==> src/rtl/riscv_pkg.sv <==
`default_nettype none
// ==========================================================================
// riscv_pkg - shared RV32I constants and the {pc, instr} packet sent to decode
// Rev 1.0
// ==========================================================================
package riscv_pkg;

   localparam int              XLEN      = 32;
   localparam logic [XLEN-1:0] INSTR_NOP = 32'h0000_0013;

   typedef struct packed {
      logic [XLEN-1:0] pc;
      logic [XLEN-1:0] instr;
   } fetch_pkt_t;

   function automatic logic [XLEN-1:0] align_word(input logic [XLEN-1:0] addr);
      return {addr[XLEN-1:2], 2'b00};
   endfunction

endpackage
`default_nettype wire

==> src/rtl/fetch_fifo.sv <==
`default_nettype none
// ==========================================================================
// fetch_fifo - synchronous FIFO with flush, occupancy count and full/empty
// Rev 1.0
// ==========================================================================
module fetch_fifo #(
   parameter  int WIDTH = 32,
   parameter  int DEPTH = 2,
   localparam int PTR_W = $clog2(DEPTH),
   localparam int CNT_W = $clog2(DEPTH) + 1
) (
   input  logic             clk,
   input  logic             rst,
   input  logic             flush,
   input  logic             push,
   input  logic [WIDTH-1:0] din,
   input  logic             pop,
   output logic [WIDTH-1:0] dout,
   output logic [CNT_W-1:0] count,
   output logic             full,
   output logic             empty
);

   logic [WIDTH-1:0] mem [DEPTH];
   logic [PTR_W-1:0] rd_ptr;
   logic [PTR_W-1:0] wr_ptr;
   logic             do_push;
   logic             do_pop;

   assign empty   = (count == '0);
   assign full    = (count == CNT_W'(DEPTH));
   assign do_pop  = pop && !empty && !flush;
   // A full FIFO still accepts a push when the head leaves in the same cycle.
   assign do_push = push && !flush && (!full || do_pop);
   assign dout    = mem[rd_ptr];

   always_ff @(posedge clk or negedge rst) begin
      if (!rst) begin
         rd_ptr <= '0;
         wr_ptr <= '0;
         count  <= '0;
      end else if (flush) begin
         rd_ptr <= '0;
         wr_ptr <= '0;
         count  <= '0;
      end else begin
         if (do_push) wr_ptr <= wr_ptr + 1'b1;
         if (do_pop)  rd_ptr <= rd_ptr + 1'b1;
         if (do_push && !do_pop)      count <= count + 1'b1;
         else if (do_pop && !do_push) count <= count - 1'b1;
      end
   end

   always_ff @(posedge clk) begin
      if (do_push) mem[wr_ptr] <= din;
   end

   always_ff @(posedge clk) begin
      if (rst) begin
         assert (!(push && !flush && full && !do_pop))
            else $error("fetch_fifo overflow");
      end
   end

endmodule
`default_nettype wire

==> src/rtl/instr_fetch_unit.sv <==
`default_nettype none
// ==========================================================================
// instr_fetch_unit - RV32I fetch front end: PC, imem requests, decode buffer
// Rev 1.0
// ==========================================================================
module instr_fetch_unit
   import riscv_pkg::*;
#(
   parameter logic [31:0] RESET_PC  = 32'h0000_0000,
   parameter int          BUF_DEPTH = 2
) (
   input  logic        clk,
   input  logic        rst,
   output logic        imem_req_valid,
   input  logic        imem_req_ready,
   output logic [31:0] imem_req_addr,
   input  logic        imem_rsp_valid,
   input  logic [31:0] imem_rsp_data,
   input  logic        redirect_valid,
   input  logic [31:0] redirect_pc,
   output logic        if_valid,
   input  logic        if_ready,
   output logic [31:0] if_pc,
   output logic [31:0] if_instr
);

   localparam int               CNT_W   = $clog2(BUF_DEPTH) + 1;
   localparam logic [CNT_W-1:0] DEPTH_C = CNT_W'(BUF_DEPTH);
   localparam int               PKT_W   = $bits(fetch_pkt_t);

   logic [XLEN-1:0]  fetch_pc;
   logic [CNT_W-1:0] inflight;
   logic [CNT_W-1:0] inflight_nxt;
   logic [CNT_W-1:0] drop;
   logic [CNT_W:0]   occupancy;

   logic [CNT_W-1:0] tag_count;
   logic             tag_full;
   logic             tag_empty;
   logic [XLEN-1:0]  tag_pc;

   logic [CNT_W-1:0] buf_count;
   logic             buf_full;
   logic             buf_empty;
   fetch_pkt_t       buf_in;
   fetch_pkt_t       buf_head;

   logic             credit_ok;
   logic             accept;
   logic             rsp_keep;
   logic             if_pop;

   assign if_pop = if_valid && if_ready && !redirect_valid;

   // The entry decode takes this cycle frees its slot for a request issued in
   // the same cycle, which is what sustains one instruction per cycle.
   assign occupancy = {1'b0, inflight} + {1'b0, buf_count} - {{CNT_W{1'b0}}, if_pop};
   assign credit_ok = occupancy < {1'b0, DEPTH_C};

   assign imem_req_valid = rst && credit_ok && !tag_full && !redirect_valid;
   assign imem_req_addr  = fetch_pc;
   assign accept         = imem_req_valid && imem_req_ready;

   assign rsp_keep     = imem_rsp_valid && (drop == '0) && !redirect_valid;
   assign inflight_nxt = inflight + {{(CNT_W-1){1'b0}}, accept}
                                  - {{(CNT_W-1){1'b0}}, imem_rsp_valid};

   always_ff @(posedge clk or negedge rst) begin
      if (!rst) begin
         fetch_pc <= RESET_PC;
         inflight <= '0;
         drop     <= '0;
      end else begin
         inflight <= inflight_nxt;
         if (redirect_valid) begin
            // Everything still outstanding belongs to the abandoned path.
            fetch_pc <= align_word(redirect_pc);
            drop     <= inflight_nxt;
         end else begin
            if (accept) fetch_pc <= fetch_pc + 32'd4;
            if (imem_rsp_valid && (drop != '0)) drop <= drop - 1'b1;
         end
      end
   end

   fetch_fifo #(
      .WIDTH (XLEN),
      .DEPTH (BUF_DEPTH)
   ) u_tag_fifo (
      .clk   (clk),
      .rst   (rst),
      .flush (1'b0),
      .push  (accept),
      .din   (fetch_pc),
      .pop   (imem_rsp_valid && !tag_empty),
      .dout  (tag_pc),
      .count (tag_count),
      .full  (tag_full),
      .empty (tag_empty)
   );

   assign buf_in = '{pc: tag_pc, instr: imem_rsp_data};

   fetch_fifo #(
      .WIDTH (PKT_W),
      .DEPTH (BUF_DEPTH)
   ) u_instr_buf (
      .clk   (clk),
      .rst   (rst),
      .flush (redirect_valid),
      .push  (rsp_keep),
      .din   (buf_in),
      .pop   (if_pop),
      .dout  (buf_head),
      .count (buf_count),
      .full  (buf_full),
      .empty (buf_empty)
   );

   assign if_valid = !buf_empty;
   assign if_pc    = buf_empty ? '0        : buf_head.pc;
   assign if_instr = buf_empty ? INSTR_NOP : buf_head.instr;

   always_ff @(posedge clk) begin
      if (rst) begin
         assert (inflight == tag_count)
            else $error("in-flight counter out of step with PC tags");
         assert (!(rsp_keep && buf_full && !if_pop))
            else $error("instruction buffer overflow");
      end
   end

endmodule
`default_nettype wire
==> config.mk <==
export PLATFORM = sky130hd
export DESIGN_NAME = instr_fetch_unit
export DESIGN_NICKNAME = d
export VERILOG_FILES = /design/src/rtl/riscv_pkg.sv /design/src/rtl/fetch_fifo.sv /design/src/rtl/instr_fetch_unit.sv
export SDC_FILE = /design/constraint.sdc
export NUM_CORES = 1
export LEC_CHECK = 0
export ABC_AREA = 1
export ABC_CLOCK_PERIOD_IN_PS = 5240
export BUFFER_PORTS_ARGS = -buffer_cell sky130_fd_sc_hd__buf_2
export CAP_MARGIN = 20
export CORE_ASPECT_RATIO = 1.25
export CORE_MARGIN = 2
export CORE_UTILIZATION = 50
export DETAILED_ROUTE_END_ITERATION = 10
export HOLD_SLACK_MARGIN = 0.02
export PLACE_DENSITY = 0.7
export SYNTH_ARGS = -nofsm -noshare
export SYNTH_HDL_FRONTEND = slang
export SYNTH_SLANG_ARGS = --single-unit
==> constraint.sdc <==
create_clock -name clk -period 5.24 [get_ports clk]
set_input_delay 1.048 -clock clk [delete_from_list [all_inputs] [get_ports clk]]
set_output_delay 1.048 -clock clk [all_outputs]
set_load 0.005 [all_outputs]
== Word-level counts from Yosys, hierarchy flattened ==
Memory sizes are Yosys's and may differ from the RTL's.
Cells that the tools add are included.

* Flip-flop bits (word level): 44
* Latch bits: 0
* Memory bits (writable): 192
* Bits in read-only memories: 0
* Input port bits: 70
* Logic and storage cells: 88
* Memories kept: 2

* Add/sub/neg operators: 14
* Multiply operators: 0
* Divide/modulo/power cells: 0
* Magnitude comparators: 1
* Eq/ne operators: 2
* Shifts and indexed selects: 0
* Mux-type cells: 19
* Bitwise logic cells: 0
* Reduce and logical (&&, ||, !) cells: 41

{| class="wikitable"
|+ Memories
! memory !! words !! width !! rd ports !! clocked after Yosys merged registers in !! wr ports !! RTL line !! RTL
|-
| u_instr_buf.mem || 2 || 64 || 1 || 0 || 1 || fetch_fifo.sv:24 || <nowiki>logic [WIDTH-1:0] mem [DEPTH];</nowiki>
|-
| u_tag_fifo.mem || 2 || 32 || 1 || 0 || 1 || fetch_fifo.sv:24 ||
|}

{| class="wikitable"
|+ Operators with widths
! kind !! count
|-
| $mux 32 || 4
|-
| $add 32x3->32 const B || 1
|-
| $logic_and 1x1->1 || 20
|-
| $mux 2 || 7
|-
| $reduce_bool 2->1 || 6
|-
| $logic_not 1->1 || 9
|-
| $mux 1 || 8
|-
| $logic_not 2->1 || 3
|-
| $sub 2x1->2 const B || 3
|-
| $add 1x1->1 const B || 4
|-
| $add 2x1->2 const B || 2
|-
| $eq 2x2->1 const B || 2
|-
| $add 2x2->3 || 1
|-
| $lt 3x2->1 const B || 1
|-
| $reduce_bool 3->1 || 1
|-
| $sub 3x1->3 || 1
|-
| $add 2x1->2 || 1
|-
| $logic_or 1x1->1 || 2
|-
| $sub 2x1->2 || 1
|}

== Depth between registers and ports, before layout ==
* Word-level depth: 15
* Mapped depth: 21

== Modules after synthesis ==
Synthesis repeated with hierarchy kept, for this count alone.

* Cells, all modules: 1,130
* Area total of the unflattened synthesis: 10,709.0 sq um

{| class="wikitable"
|+ By module, submodules not included
! module !! instances !! cells each !! area an instance (sq um)
|-
| fetch_fifo at u_instr_buf || 1 || 376 || 4,918.5
|-
| instr_fetch_unit || 1 || 544 || 3,160.5
|-
| fetch_fifo at u_tag_fifo || 1 || 210 || 2,630.0
|}

== Least setup slack after synthesis ==
No wires, ideal clock.

* Kind: input port to flip-flop
* From: in redirect_valid
* To: mem u_instr_buf.mem[0][0] (netlist bit) (enable)
* Setup time: 0.482 ns
* Arrival: 4.143 ns
* Data required time: 4.758 ns
* Setup slack: 0.615 ns
* Cell stages on the path: 6
* Path buffers: 1
* Cells stage by stage: buf_6 clkinv_2 nand3_1 inv_1 o21ai_0 nor2_1

* Cells in the longest elaborated chain, start to end: 8

{| class="wikitable"
|+ Ends and longest elaborated chain
! item !! RTL line !! RTL
|-
| from (decl) || instr_fetch_unit.sv:19 || <nowiki>input logic redirect_valid,</nowiki>
|-
| $logic_not 1->1 (*) || - ||
|-
| $logic_and 1x1->1 || instr_fetch_unit.sv:53 || <nowiki>assign if_pop = if_valid && if_ready && !redirect_valid;</nowiki>
|-
| $logic_and 1x1->1 (2 in series) || fetch_fifo.sv:32 || <nowiki>assign do_pop = pop && !empty && !flush;</nowiki>
|-
| $logic_or 1x1->1 || fetch_fifo.sv:34 || <nowiki>assign do_push = push && !flush && (!full || do_pop);</nowiki>
|-
| $logic_and 1x1->1 (*) || fetch_fifo.sv:34 ||
|-
| $mux 1 (*) || fetch_fifo.sv:55 || <nowiki>if (do_push) mem[wr_ptr] <= din;</nowiki>
|-
| $mux 1 (implied by the code) (*) || fetch_fifo.sv:55 ||
|-
| to (decl) || fetch_fifo.sv:24 ||
|}

Every way passes the cells marked *; elsewhere a longest branch is shown, timed or not.

== Worst setup path in the final report ==
* From: reg u_instr_buf.count[1]
* To: reg drop[1]

* Cells in the longest elaborated chain, start to end: 13

{| class="wikitable"
|+ Ends and longest elaborated chain
! item !! RTL line !! RTL
|-
| from (decl) || fetch_fifo.sv:19 || <nowiki>output logic [CNT_W-1:0] count,</nowiki>
|-
| from (signal assigned) || fetch_fifo.sv:49 || <nowiki>if (do_push && !do_pop) count <= count + 1'b1;</nowiki>
|-
| from (signal assigned) || fetch_fifo.sv:50 || <nowiki>else if (do_pop && !do_push) count <= count - 1'b1;</nowiki>
|-
| $logic_not 2->1 || fetch_fifo.sv:30 || <nowiki>assign empty = (count == '0);</nowiki>
|-
| $logic_not 1->1 || instr_fetch_unit.sv:120 || <nowiki>assign if_valid = !buf_empty;</nowiki>
|-
| $logic_and 1x1->1 (2 in series) || instr_fetch_unit.sv:53 ||
|-
| $sub 3x1->3 (*) || instr_fetch_unit.sv:57 || <nowiki>assign occupancy = {1'b0, inflight} + {1'b0, buf_count} - {{CNT_W{1'b0}}, if_pop};</nowiki>
|-
| $lt 3x2->1 (*) || instr_fetch_unit.sv:58 || <nowiki>assign credit_ok = occupancy < {1'b0, DEPTH_C};</nowiki>
|-
| $logic_and 1x1->1 (*) (3 in series) || instr_fetch_unit.sv:60 || <nowiki>assign imem_req_valid = rst && credit_ok && !tag_full && !redirect_valid;</nowiki>
|-
| $logic_and 1x1->1 (*) || instr_fetch_unit.sv:62 || <nowiki>assign accept = imem_req_valid && imem_req_ready;</nowiki>
|-
| $add 2x1->2 (*) || instr_fetch_unit.sv:65 || <nowiki>assign inflight_nxt = inflight + {{(CNT_W-1){1'b0}}, accept}</nowiki>
|-
| $sub 2x1->2 (*) || instr_fetch_unit.sv:66 || <nowiki>- {{(CNT_W-1){1'b0}}, imem_rsp_valid};</nowiki>
|-
| net inflight_nxt[1] || instr_fetch_unit.sv:33 || <nowiki>logic [CNT_W-1:0] inflight_nxt;</nowiki>
|-
| $mux 2 (*) || instr_fetch_unit.sv:75 || <nowiki>if (redirect_valid) begin</nowiki>
|-
| to (signal assigned) || instr_fetch_unit.sv:78 || <nowiki>drop <= inflight_nxt;</nowiki>
|-
| to (signal assigned) || instr_fetch_unit.sv:81 || <nowiki>if (imem_rsp_valid && (drop != '0)) drop <= drop - 1'b1;</nowiki>
|-
| to (decl) || instr_fetch_unit.sv:34 || <nowiki>logic [CNT_W-1:0] drop;</nowiki>
|}

The timed path passes the listed nets; every way through them passes the cells marked *.
A chain may end at the register's enable or synchronous reset.

==> flow_summary_export.csv <==
group,metric,value,unit
timing,slew_headroom,34.74,%
cts,htree_levels,1,
cts,clock_latency,490,ps
grt,grt_pass1_wl,33510,µm
timing,fin_setup_tns,0,ps
run,cap_viol_max_count,0,
timing,fin_crit_sh,73.27,%
power,swShare,32.28,%
worst_setup_path,critPathArrivalTime,4250,ps
worst_setup_path,critPathKind,"flop to flop",
placed_design,placed_cells,1384,
die,initial_core_util,51.06,%
grt,busiest_layer,"met2",
grt,antenna_found_initial,0,
timing,whs,504.8,ps
power,power_density,462.3,mW/mm²
die,die_y,161.6,µm
cts,numCtsBuffers,22,
drt,drc_errors,0,
timing,maxSlewViolCount,0,
die,rows,57,
timing,worst_pin_slew,977.8,ps
drt,ant_nets,0,
layout,drive_gt1_share,21.38,%
timing,max_freq,0.2605,GHz
power,p_leak,5.015,nW
worst_setup_path,critPathRequiredTime,5650,ps
drt,drt-wirelength-per-cell,14.78,µm
drt,vias,7101,
grt,grt_use_met2,34.08,%
power,clkPwrFrac,28.6,%
drt,drtPass1Iterations,4,
synth,synth-seq-area-share,66.15,%
status,status,"finished clean",
synth,yosysWarnings,0,
placed_design,portBuffers,161,
grt,grt_overflow_total,0,
grt,grt_usage,20.08,%
grt,grt_max_degree,63,
synth,synth_area_per_cell,10.09,µm²
die,die_w,130.1,µm
timing,hold_viol,0,
power,seq_power_share,43.7,%
cts,clockBufferDepth,3,
grt,gr-usage-met1,26.54,%
placed_design,routabilityCongestion,0.8538,
drt,wirelength,21070,µm
cts,cts_setup_buffers,0,
timing,skew,8.876,ps
die,core_area,0.01947,mm²
layout,layout.nets,1223,
min_path,min_path_type,"flop to flop",
placed_design,hpwlAfterDp,14030,µm
power,p_int,3.678,mW
timing,period_minus_slack,3839,ps
synth,netlist_instances,985,
power,ir_drop,0.2521,mV
synth,netlist_area,0.009941,mm²
synth,ys_seq_elements,226,
grt,grt_pass1_vias,6659,
worst_setup_path,crit_path_end_kind,"flop",
grt,use_met3,2.981,%
cts,cts_resized,0,
synth,synth_cell_types,30,
cts,hold_buffers,0,
drt,vias_per_cell,4.983,
drt,drt_iter0_markers,398,
cts,clockRootBuffer,"clkbuf_16",
die,die_area,0.02103,mm²
layout,antenna_cells,0,
power,finalPower,5.430,mW
worst_setup_path,cp_max_fo,24,
layout,fin_cells,1425,
cts,cts_tree,"done",
worst_setup_path,cp-start-kind,"flop",
cts,cts.sinks,226,
layout,utilization,60.34,%
cts,clk_pin_slew,60,ps
layout,syn2layout_area_growth,18.17,%
power,comb_power_share,27.6,%
timing,rsz0062_at_grt,"false",
die,ioPinCount,168,
power,net-switching-power,1.753,mW
timing,setup_violations,0,
## routing by layer
| metal | wire (µm) | vias to the layer above |
|---|---|---|
| met5 | 0 | - |
| met2 | 10580 | 190 |
| met3 | 1186 | 33 |
| li1 | - | 3574 |
| met4 | 499 | 0 |
| met1 | 8795 | 3304 |
## synth_stat cells, drive strengths merged
library cell,instances,area [µm²]
nand2,426,1619
edfxtp,184,5525
nand3,67,362.9
a21oi,62,310.3
inv,59,221.5
nor2,59,276.5
dfrtp,42,1051
clkbuf,25,93.84
buf,16,116.4
o21ai,14,70.06
xnor2,9,78.83
ha,7,87.58
nand4,4,25.02
xor2,4,35.03
clkinv,2,10.01
conb,1,3.750
fa,1,20.02
mux2i,1,10.01
nor3,1,16.27
o21bai,1,7.510
## sequential cells by signal, indices dropped and copies added (netlist names)
name / flops
imem_req_addr: 30
u_tag_fifo.count: 2
inflight: 2
u_tag_fifo.wr_ptr: 1
drop: 2
u_tag_fifo.mem: 60
u_instr_buf.count: 2
u_instr_buf.rd_ptr: 1
u_instr_buf.wr_ptr: 1
u_instr_buf.mem: 124
u_tag_fifo.rd_ptr: 1
## through the flow
stage	worst slack, ps	area, µm²
2_1_floorplan	614.5	9952
3_3_place_gp	1014	10980
3_5_place_dp	941.2	10980
4_1_cts	1390	11700
5_1_grt	1147	11750
6_report	1401	11750
## area by class of cell
type / instances / area, µm²
clock inverter: 10 / 101.3
fill: 1618 / 7722
multi-input combinational: 660 / 2952
inverter: 61 / 231.5
tap: 265 / 331.6
sequential: 226 / 6578
clock buffer: 29 / 618.1
timing repair buffer: 174 / 935.9
## power groups by stage
stage | clock network, mW | registers, mW | logic (mW)
6_report | 1.55 | 2.38 | 1.50
5_1_grt | 1.67 | 2.40 | 1.71
4_1_cts | 1.59 | 2.40 | 1.45
3_5_place_dp | 0 | 2.44 | 1.44
3_3_place_gp | 0 | 2.43 | 1.40
2_1_floorplan | 0 | 2.36 | 0.939
## logic make-up (layout without fill, tap and decap cells)
logic type / after synthesis / count (layout) / synth area share [%]
XOR/XNOR: 13 / 13 / 1.145
flip-flops: 226 / 226 / 66.15
buffers and inverters: 102 / 274 / 4.443
multiplexers: 1 / 1 / 0.1007
other: 1 / 4 / 0.03772
adder cells (fa/ha/maj): 8 / 8 / 1.082
AO/OA/AOI/OAI: 77 / 77 / 3.902
AND/OR/NAND/NOR: 557 / 557 / 23.13
## layout by cell type, fill, tap and decap left out, types with 2 or more instances in the layout
cell type,n
a21oi_1,62
buf_2,161
buf_4,11
bufinv_16,2
clkbuf_1,4
clkbuf_16,23
clkbuf_8,2
clkinv_2,8
conb_1,4
dfrtp_1,41
edfxtp_1,184
ha_1,7
inv_1,54
inv_2,5
nand2_1,418
nand2_2,8
nand3_1,63
nand3_2,3
nand4_1,4
nor2_1,40
nor2_2,14
nor2_4,5
o21ai_0,11
o21ai_1,3
xnor2_1,9
xor2_1,4
## worst paths after layout
kind / from / end / slack (ps) / cells past startpoint
worst max-delay path: u_instr_buf.count[1] / drop[1] / 1400 / 18
worst min-delay path: u_tag_fifo.count[1] / u_tag_fifo.count[1] / 500 / 1
worst max register to register: u_instr_buf.count[1] / drop[1] / 1400 / 18
worst min register to register: u_tag_fifo.count[1] / u_tag_fifo.count[1] / 500 / 1
max in group asynchronous: rst / u_instr_buf.rd_ptr / 4070 / 2
min in group asynchronous: rst / imem_req_addr[27] / 750 / 2
## critical path, stage by stage (launching register included)
cell and delay [ps]:
dfrtp_1 400, inv_1 130, nand2_2 150, nand2_1 160, nor2_1 70, ha_1 270, inv_1 50, nand2_1 50
fa_1 560, nand3_4 110, inv_1 100, nand3_2 460, ha_1 500, inv_1 40, ha_1 180, xnor2_1 170
xnor2_1 160, nor2_1 60, a21oi_1 140
Power figures use the tool's default switching activity.
